### config.mk
export PLATFORM = sky130hd
export DESIGN_NAME = csa_seq_ctrl_flat
export DESIGN_NICKNAME = d
export VERILOG_FILES = /design/src/rtl/csa_seq_ctrl_if.sv /design/src/rtl/csa_seq_ctrl.sv /design/src/flat_wrapper.sv
export SDC_FILE = /design/constraint.sdc
export NUM_CORES = 1
export LEC_CHECK = 0
export ABC_AREA = 1
export CORE_MARGIN = 10
export CORE_UTILIZATION = 35
export CTS_CLUSTER_SIZE = 20
export DETAILED_ROUTE_END_ITERATION = 8
export PLACE_DENSITY_LB_ADDON = 0.3
export SLEW_MARGIN = 20
export SYNTH_ARGS = -nofsm -noshare
export SYNTH_HDL_FRONTEND = slang
export SYNTH_SLANG_ARGS = --single-unit
### constraint.sdc
create_clock -name clk -period 3.47 [get_ports clk]
set_clock_uncertainty 0.05 [all_clocks]
set_input_delay 0.694 -clock clk [delete_from_list [all_inputs] [get_ports clk]]
set_output_delay 0.694 -clock clk [all_outputs]
set_load 0.02 [all_outputs]
### src/rtl/csa_seq_ctrl_if.sv
// csa_seq_ctrl_if: operand/result handshake bundle for the sequential carry-select adder
interface csa_seq_ctrl_if #(
    parameter int WIDTH = 32
);
    logic             in_valid;
    logic             in_ready;
    logic [WIDTH-1:0] a;
    logic [WIDTH-1:0] b;
    logic             cin;
    logic             out_valid;
    logic             out_ready;
    logic [WIDTH-1:0] sum;
    logic             cout;
    logic             ovf;
    logic             busy;
    modport master (
        output in_valid, a, b, cin, out_ready,
        input  in_ready, out_valid, sum, cout, ovf, busy
    );
    modport slave (
        input  in_valid, a, b, cin, out_ready,
        output in_ready, out_valid, sum, cout, ovf, busy
    );
endinterface

### src/rtl/csa_seq_ctrl.sv
// csa_seq_ctrl: sequential adder, one SLICE-bit carry-select slice per cycle, LSB slice first
module csa_seq_ctrl #(
    parameter int WIDTH = 32,
    parameter int SLICE = 4
) (
    input logic           clk,
    input logic           rst,
    csa_seq_ctrl_if.slave io
);
    localparam int NS = WIDTH / SLICE;
    localparam int KW = (NS > 1) ? $clog2(NS) : 1;
    typedef enum logic [1:0] {IDLE, RUN, DONE} state_t;
    state_t           r_state, w_next;
    logic [WIDTH-1:0] r_a, r_b, r_sum;
    logic             r_carry, r_cout, r_ovf;
    logic [KW-1:0]    r_idx;
    logic [SLICE-1:0] w_ak, w_bk, w_s0, w_s1, w_sel;
    logic             w_c0, w_c1, w_csel, w_last;
    assign w_ak = r_a[int'(r_idx) * SLICE +: SLICE];
    assign w_bk = r_b[int'(r_idx) * SLICE +: SLICE];
    assign {w_c0, w_s0} = {1'b0, w_ak} + {1'b0, w_bk};
    assign {w_c1, w_s1} = {1'b0, w_ak} + {1'b0, w_bk} + (SLICE + 1)'(1);
    assign {w_csel, w_sel} = r_carry ? {w_c1, w_s1} : {w_c0, w_s0};
    assign w_last = r_idx == KW'(NS - 1);
    assign io.in_ready  = r_state == IDLE;
    assign io.out_valid = r_state == DONE;
    assign io.busy      = r_state != IDLE;
    assign io.sum       = r_sum;
    assign io.cout      = r_cout;
    assign io.ovf       = r_ovf;
    always_comb begin
        w_next = r_state;
        w_next = (r_state == IDLE) ? (io.in_valid ? RUN : IDLE) :
                 (r_state == RUN)  ? (w_last ? DONE : RUN) :
                                     (io.out_ready ? IDLE : DONE);
    end
    always_ff @(posedge clk) begin
        if (rst) r_state <= IDLE;
        else     r_state <= w_next;
    end
    // the final slice also fixes cout and the sign-overflow flag from the captured operands
    always_ff @(posedge clk) begin
        if (rst) begin
            r_a     <= '0;
            r_b     <= '0;
            r_sum   <= '0;
            r_carry <= 1'b0;
            r_cout  <= 1'b0;
            r_ovf   <= 1'b0;
            r_idx   <= '0;
        end else if (r_state == IDLE && io.in_valid) begin
            r_a     <= io.a;
            r_b     <= io.b;
            r_carry <= io.cin;
            r_idx   <= '0;
        end else if (r_state == RUN) begin
            r_sum[int'(r_idx) * SLICE +: SLICE] <= w_sel;
            r_carry <= w_csel;
            r_idx   <= w_last ? r_idx : r_idx + 1'b1;
            if (w_last) begin
                r_cout <= w_csel;
                r_ovf  <= (r_a[WIDTH-1] == r_b[WIDTH-1]) && (w_sel[SLICE-1] != r_a[WIDTH-1]);
            end
        end
    end
endmodule

### src/flat_wrapper.sv
// flat-port wrapper written by rule: the top's interface ports become plain ports
module csa_seq_ctrl_flat 
#(
    parameter int WIDTH = 32,
    parameter int SLICE = 4
)
  (clk, rst, io_in_valid, io_a, io_b, io_cin, io_out_ready, io_in_ready, io_out_valid, io_sum, io_cout, io_ovf, io_busy);
  csa_seq_ctrl_if #(.WIDTH(WIDTH)) io_i ();
  input logic clk;
  input logic rst;
  input wire logic [$bits(io_i.in_valid)-1:0] io_in_valid;
  input wire logic [$bits(io_i.a)-1:0] io_a;
  input wire logic [$bits(io_i.b)-1:0] io_b;
  input wire logic [$bits(io_i.cin)-1:0] io_cin;
  input wire logic [$bits(io_i.out_ready)-1:0] io_out_ready;
  output wire logic [$bits(io_i.in_ready)-1:0] io_in_ready;
  output wire logic [$bits(io_i.out_valid)-1:0] io_out_valid;
  output wire logic [$bits(io_i.sum)-1:0] io_sum;
  output wire logic [$bits(io_i.cout)-1:0] io_cout;
  output wire logic [$bits(io_i.ovf)-1:0] io_ovf;
  output wire logic [$bits(io_i.busy)-1:0] io_busy;
  assign io_i.in_valid = io_in_valid;
  assign io_i.a = io_a;
  assign io_i.b = io_b;
  assign io_i.cin = io_cin;
  assign io_i.out_ready = io_out_ready;
  assign io_in_ready = io_i.in_ready;
  assign io_out_valid = io_i.out_valid;
  assign io_sum = io_i.sum;
  assign io_cout = io_i.cout;
  assign io_ovf = io_i.ovf;
  assign io_busy = io_i.busy;
  csa_seq_ctrl #(.WIDTH(WIDTH), .SLICE(SLICE)) u_core (.clk(clk), .rst(rst), .io(io_i));
endmodule
After elaboration in Yosys (flattened, before gate mapping):

Index checks and enable logic that the tools add are counted.
Widths: inputs -> output; s select.

* output and inout port bits: 37
* bits in registers: 104
* word-level logic and storage cells: 41

* shift-type cells: 4
* equality and inequality tests: 5
* reductions and logical operators: 9
* add/subtract/negate cells: 4
* muxes and demuxes: 9
* bitwise logic cells: 2

Operators with widths (count)
* $shiftx 32x6->4: 2
* $neg 5->33: 1
* $shift 4x33->32 const A: 1
* $shiftx 4x33->32: 1
* $bwmux 32: 1
* $mux 2: 4
* $add 4x4->5: 1
* $add 5x1->5 const B: 1
* $mux 5: 1
* $reduce_and 2->1: 2
* $reduce_bool 2->1: 2
* $add 3x1->3 const B: 1
* $eq 3x3->1 const B: 1
* $mux 1: 3
* $reduce_and 3->1: 1
* $eq 2x1->1 const B: 1
* $eq 2x2->1 const B: 1
* $logic_and 1x1->1: 2
* $logic_not 2->1: 1
* $not 1->1: 2
* $reduce_or 2->1: 1
* $eq 1x1->1: 1
* $ne 1x1->1: 1

Logic depth before layout (Yosys ltp):

* depth in word-level cells: 6
* gate-level depth with buffers: 18
* gate-level depth less buffers: 17

Worst setup path after synthesis:

Ideal clock, no wire load.

* path type: register -> register
* start point: register u_core.r_idx[0]
* end point: register u_core.r_sum[13] (netlist: u_core.io.sum[13])
* arrival: 2.572 ns
* path slack: 0.732 ns
* setup time: 0.116 ns
* required time: 3.304 ns
* path buffers: 1
* cell stages (with the launch flop): 18
* path through: dfxtp_1 -> inv_2 -> clkbuf_1 -> nor2_1 -> o22ai_1 -> nand2_1 -> nand2_1 -> ha_1 -> fa_1 -> ha_1 -> nand2_1 -> o21ai_0 -> nand3_1 -> nor2_1 -> inv_1 -> nand2_1 -> o211ai_1 -> inv_1

* longest elaborated chain between the ends: 6

Ends and longest elaborated chain
* start: declaration: line csa_seq_ctrl.sv:16 `logic [KW-1:0] r_idx;`
* start signal: assignment: line csa_seq_ctrl.sv:59 `r_idx <= w_last ? r_idx : r_idx + 1'b1;`
* $shiftx 32x6->4, on equally long branches: line csa_seq_ctrl.sv:19, csa_seq_ctrl.sv:20
* $add 4x4->5: line csa_seq_ctrl.sv:21, csa_seq_ctrl.sv:22
* $add 5x1->5: line csa_seq_ctrl.sv:22 `assign {w_c1, w_s1} = {1'b0, w_ak} + {1'b0, w_bk} + (SLICE + 1)'(1);`
* $mux 5: line csa_seq_ctrl.sv:23 `assign {w_csel, w_sel} = r_carry ? {w_c1, w_s1} : {w_c0, w_s0};`
* $shiftx 4x33->32: line csa_seq_ctrl.sv:57 `r_sum[int'(r_idx) * SLICE +: SLICE] <= w_sel;`
* $bwmux 32 (*): line csa_seq_ctrl.sv:57
* end signal: indexed assignment: line csa_seq_ctrl.sv:57
* end: declaration: line csa_seq_ctrl.sv:14 `logic [WIDTH-1:0] r_a, r_b, r_sum;`

Mark *: on every way between the ends. The rest lies on a longest branch, timed or not.
A chain may end at the register's enable or synchronous reset.

Worst setup path in the final report:

* start point: register u_core.r_idx[1]
* end point: register u_core.r_sum[5] (netlist: u_core.io.sum[5])

Same word-level chain as after synthesis.

==> results_tabular.tex <==
\begin{tabular}{lr}
\hline
Metric & Value \\
\hline
\multicolumn{2}{l}{\textbf{Power}} \\
Static Leak & 2.554 nW \\
Combinational share of power & 22.7\% \\
Overall power & 3.076 mW \\
VDD IR max & 232.4 uV \\
Net switching component of the power & 0.9424 mW \\
Power density normalized to cell area & 494.2 mW/mm2 \\
Power share of the sequential group & 43.7\% \\
Net Sw Frac & 30.63\% \\
Internal cell power & 2.134 mW \\
Clock share of power & 33.6\% \\
\multicolumn{2}{l}{\textbf{Routing}} \\
Via density & 5.010 \\
Drt first-iter violations & 382 \\
Total number of vias & 4649 \\
Count of TritonRoute iterations in the first routing pass & 5 \\
Total DRC errors in the routed layout & 0 \\
Total wire length after detailed routing & 13.57 mm \\
Count of antenna-violating nets left after detailed routing & 0 \\
Average wire per standard cell & 14.62 um \\
\multicolumn{2}{l}{\textbf{Synth}} \\
Register area share after synthesis & 44.03\% \\
FFs w/ async S/R, synth & 0\% \\
Synth Instances & 661 \\
Number of enable flip-flop cells after synthesis & 0 \\
Top\_reg\_cell synth & sky130\_fd\_sc\_hd\_\_dfxtp\_1 \\
Syn Area/Cell & 7.153 um2 \\
Synth Warn \# & 0 \\
Number of library cell types mapped by synthesis & 25 \\
Biggest area contributors in the synthesized netlist & sky130\_fd\_sc\_hd\_\_dfxtp\_1 44\%, sky130\_fd\_sc\_hd\_\_nor2\_1 15\%, sky130\_fd\_sc\_hd\_\_o21ai\_0 13\%, sky130\_fd\_sc\_hd\_\_nand2\_1 4.7\%, sky130\_fd\_sc\_hd\_\_a21oi\_1 3.6\% \\
Library cell occupying the most area in the post-synthesis netlist & sky130\_fd\_sc\_hd\_\_dfxtp\_1 \\
Area share of the largest cell type after synthesis & 44.03\% \\
Number of nets produced by synthesis & 743 \\
\#FFs+latches synth & 104 \\
Total standard cell area after synthesis & 0.004728 mm2 \\
\multicolumn{2}{l}{\textbf{Layout}} \\
Fill cell count & 1350 \\
Ratio of cells with drive above 1 in the final layout & 4.920\% \\
Nets & 829 \\
Area of all placed cells without fillers & 0.006225 mm2 \\
Multi-input logic area & 0.002336 mm2 \\
Register cell area after layout & 0.002082 mm2 \\
Final cell count without fillers & 928 \\
Area Growth Syn to Fin & 31.65\% \\
\# diodes & 0 \\
\multicolumn{2}{l}{\textbf{Timing}} \\
Actual transition at the worst max-transition pin & 0.7186 ns \\
Final Hold Fails & 0 \\
Unrepaired setup endpoints after global routing & false \\
Setup tns final & 0 ns \\
Max Transition Viols Final & 0 \\
Highest achievable clock rate & 328.8 MHz \\
Share of the clock period used by the worst path after layout & 87.64\% \\
Number of endpoints failing setup at the final stage & 0 \\
Headroom to the max-slew limit & 51.98\% \\
Crit path time final & 3.041 ns \\
\multicolumn{2}{l}{\textbf{Place}} \\
Placement Cell Area & 0.005918 mm2 \\
Placer Congestion & 0.8553 \\
Number of placed cells counting well taps & 912 \\
Count of input and output buffers & 105 \\
Hpwl dp & 10.28 mm \\
\multicolumn{2}{l}{\textbf{CTS}} \\
Clock insertion delay at the later pin of the skew report & 0.35 ns \\
Resize count post-CTS & 0 \\
Postcts setup bufs & 0 \\
TritonCTS Sinks & 104 \\
Clk slew on worst S/H paths & 0.07 ns \\
TritonCTS buffer count & 9 \\
Clock tree from TritonCTS & yes \\
H-tree levels & 3 \\
Number of hold buffers added after CTS & 0 \\
Clock root buffer master & sky130\_fd\_sc\_hd\_\_clkbuf\_16 \\
Clock tree buffer depth & 2 \\
\multicolumn{2}{l}{\textbf{Worst setup path}} \\
Data required, critical path & 3.66 ns \\
Nature of the critical path startpoint & flip-flop \\
Data arrival time of the critical path & 3.23 ns \\
Crit Path Category & reg2reg \\
Worst reg2reg path startpoint & u\_core.r\_idx[1]\$\_SDFFE\_PP0P\_ \\
Critical R2R Capture & u\_core.io.sum[5]\$\_SDFFE\_PP0P\_ \\
Setup crit end & u\_core.io.sum[5]\$\_SDFFE\_PP0P\_ \\
Type of element capturing the critical path & flip-flop \\
R2R setup slack & 0.43 ns \\
Worst-path maximum fanout & 19 \\
Critical path launch point & u\_core.r\_idx[1]\$\_SDFFE\_PP0P\_ \\
Worst reg2reg path depth & 16 \\
\multicolumn{2}{l}{\textbf{Run status}} \\
Outcome & complete, no violations \\
\multicolumn{2}{l}{\textbf{Global routing}} \\
Maximum number of pins on one net before global-route repair & 68 \\
First-pass GRT wire length & 22.02 mm \\
Gr ovfl total & 0 \\
Via count of the first global-routing pass & 4567 \\
Number of antenna violations at the first check in global routing & 0 \\
Global routing usage summed across all routing layers & 14.56\% \\
\multicolumn{2}{l}{\textbf{Die}} \\
Die ar. & 0.01856 mm2 \\
Die height & 136.2 um \\
Effective utilization at floorplan & 35.70\% \\
DIE WIDTH & 136.2 um \\
I/O pin count & 106 \\
Placeable Area & 0.01324 mm2 \\
Total number of placement rows & 42 \\
\multicolumn{2}{l}{\textbf{Flow run}} \\
Max Cap Violations & 0 \\
\multicolumn{2}{l}{\textbf{Hold path}} \\
Type of the most critical hold path & reg2reg \\
\hline
\end{tabular}
[synthesized netlist by cell type (5+ instances only)]
cell type                  count
sky130_fd_sc_hd__nor2_1      185
sky130_fd_sc_hd__o21ai_0     120
sky130_fd_sc_hd__dfxtp_1     104
sky130_fd_sc_hd__nand2_1      59
sky130_fd_sc_hd__inv_1        36
sky130_fd_sc_hd__a21oi_1      34
sky130_fd_sc_hd__clkbuf_1     27
sky130_fd_sc_hd__nand3_1      21
sky130_fd_sc_hd__o22ai_1      16
sky130_fd_sc_hd__ha_1         12
sky130_fd_sc_hd__o21ai_1       9
sky130_fd_sc_hd__buf_2         8
sky130_fd_sc_hd__nor4_4        6
sky130_fd_sc_hd__nand4_1       5
[critical path, stage by stage (launching register included)]
cell and delay [ns]:
sky130_fd_sc_hd__dfxtp_1 0.41, sky130_fd_sc_hd__inv_2 0.29, sky130_fd_sc_hd__o21ai_0 0.16, sky130_fd_sc_hd__o22ai_1 0.15, sky130_fd_sc_hd__nand2_1 0.07, sky130_fd_sc_hd__nand2_1 0.08
sky130_fd_sc_hd__ha_1 0.20, sky130_fd_sc_hd__fa_1 0.47, sky130_fd_sc_hd__ha_1 0.31, sky130_fd_sc_hd__nand2_1 0.06, sky130_fd_sc_hd__o21ai_0 0.17, sky130_fd_sc_hd__nand3_1 0.15
sky130_fd_sc_hd__nor2_1 0.05, sky130_fd_sc_hd__inv_1 0.08, sky130_fd_sc_hd__nand2_1 0.06, sky130_fd_sc_hd__o211ai_1 0.12, sky130_fd_sc_hd__inv_1 0.05
[per-stage QoR]
| stage | util [%] | hold WS (ns) | worst slack [ns] |
|---|---|---|---|
| after floorplan | - | 0.3995 | 0.7320 |
| after global placement | 44.69 | 0.4139 | 0.5830 |
| after detailed placement | 44.69 | 0.4235 | 0.4486 |
| after CTS | 47.00 | 0.4403 | 0.4499 |
| after global routing | 47.00 | 0.4514 | 0.09036 |
| final | 47.00 | 0.4341 | 0.4288 |
[state kept, by name (all words and copies together), names as in the netlist]
name,flops
u_core.io.sum,32
u_core.r_idx,3
u_core.io.ovf,1
u_core.r_carry,1
u_core.r_state,2
u_core.io.cout,1
u_core.r_a,32
u_core.r_b,32
[area by class of cell]
cell class,instances,area share [%]
clock buffer,11,3.900
timing repair buffer,113,18.05
clock inverter,5,1.025
multi-input combinational,478,37.53
tap,176,3.538
inverter,41,2.513
sequential,104,33.45
[metal layers]
metal,part of all wire (%),track usage [%]
met1,45,17.99
met2,48,24.57
met3,5.8,3.321
met4,1.4,4.497
met5,0,0
[power groups by stage]
stage	registers, mW	logic, mW	clock network, mW
2_1_floorplan	1.36	0.466	0
3_3_place_gp	1.37	0.674	0
3_5_place_dp	1.37	0.696	0
4_1_cts	1.34	0.698	1.05
5_1_grt	1.35	0.792	1.11
6_report	1.34	0.697	1.03
[how the worst min path moves through the flow]
stage	from	end	slack (ns)	cells past startpoint
4_1_cts	u_core.r_a[23]$_SDFFE_PP0P_	u_core.r_a[23]$_SDFFE_PP0P_	0.44	2
5_1_grt	u_core.r_a[23]$_SDFFE_PP0P_	u_core.r_a[23]$_SDFFE_PP0P_	0.45	2
2_1_floorplan	u_core.r_a[10]$_SDFFE_PP0P_	u_core.r_a[10]$_SDFFE_PP0P_	0.40	2
3_3_place_gp	u_core.r_a[20]$_SDFFE_PP0P_	u_core.r_a[20]$_SDFFE_PP0P_	0.41	2
3_5_place_dp	u_core.r_a[23]$_SDFFE_PP0P_	u_core.r_a[23]$_SDFFE_PP0P_	0.42	2
6_report	u_core.r_a[23]$_SDFFE_PP0P_	u_core.r_a[23]$_SDFFE_PP0P_	0.43	2
[cells by family after synthesis]
kind of cell | after synthesis | share of synthesized area [%]
AOI/OAI and AO/OA | 183 | 20.03
adders and majority gates | 13 | 3.599
buffers and inverters | 79 | 6.616
DFF | 104 | 44.03
and+or+nand+nor | 282 | 25.72
[cells in the final DEF (no fill, tap or decap)]
cell type and n:
sky130_fd_sc_hd__or2_2 1, sky130_fd_sc_hd__nand3b_1 2, sky130_fd_sc_hd__inv_6 1, sky130_fd_sc_hd__clkbuf_1 1, sky130_fd_sc_hd__nand2_2 1, sky130_fd_sc_hd__a2111oi_0 1, sky130_fd_sc_hd__nor3_1 3, sky130_fd_sc_hd__o211ai_1 3
sky130_fd_sc_hd__clkbuf_16 9, sky130_fd_sc_hd__clkdlybuf4s50_1 105, sky130_fd_sc_hd__o22ai_1 16, sky130_fd_sc_hd__inv_1 34, sky130_fd_sc_hd__o21ai_1 9, sky130_fd_sc_hd__ha_1 12, sky130_fd_sc_hd__buf_4 7, sky130_fd_sc_hd__nand4_1 5
sky130_fd_sc_hd__clkinvlp_4 1, sky130_fd_sc_hd__dfxtp_1 104, sky130_fd_sc_hd__a21oi_1 34, sky130_fd_sc_hd__o21ai_0 120, sky130_fd_sc_hd__nor2_1 185, sky130_fd_sc_hd__clkinv_4 2, sky130_fd_sc_hd__fa_1 1, sky130_fd_sc_hd__inv_2 5
sky130_fd_sc_hd__inv_4 1, sky130_fd_sc_hd__nor4_4 6, sky130_fd_sc_hd__clkbuf_8 1, sky130_fd_sc_hd__buf_12 1, sky130_fd_sc_hd__bufinv_16 1, sky130_fd_sc_hd__nand3_1 21, sky130_fd_sc_hd__clkinv_1 1, sky130_fd_sc_hd__nand2_1 58
Power figures use the tool's default switching activity.
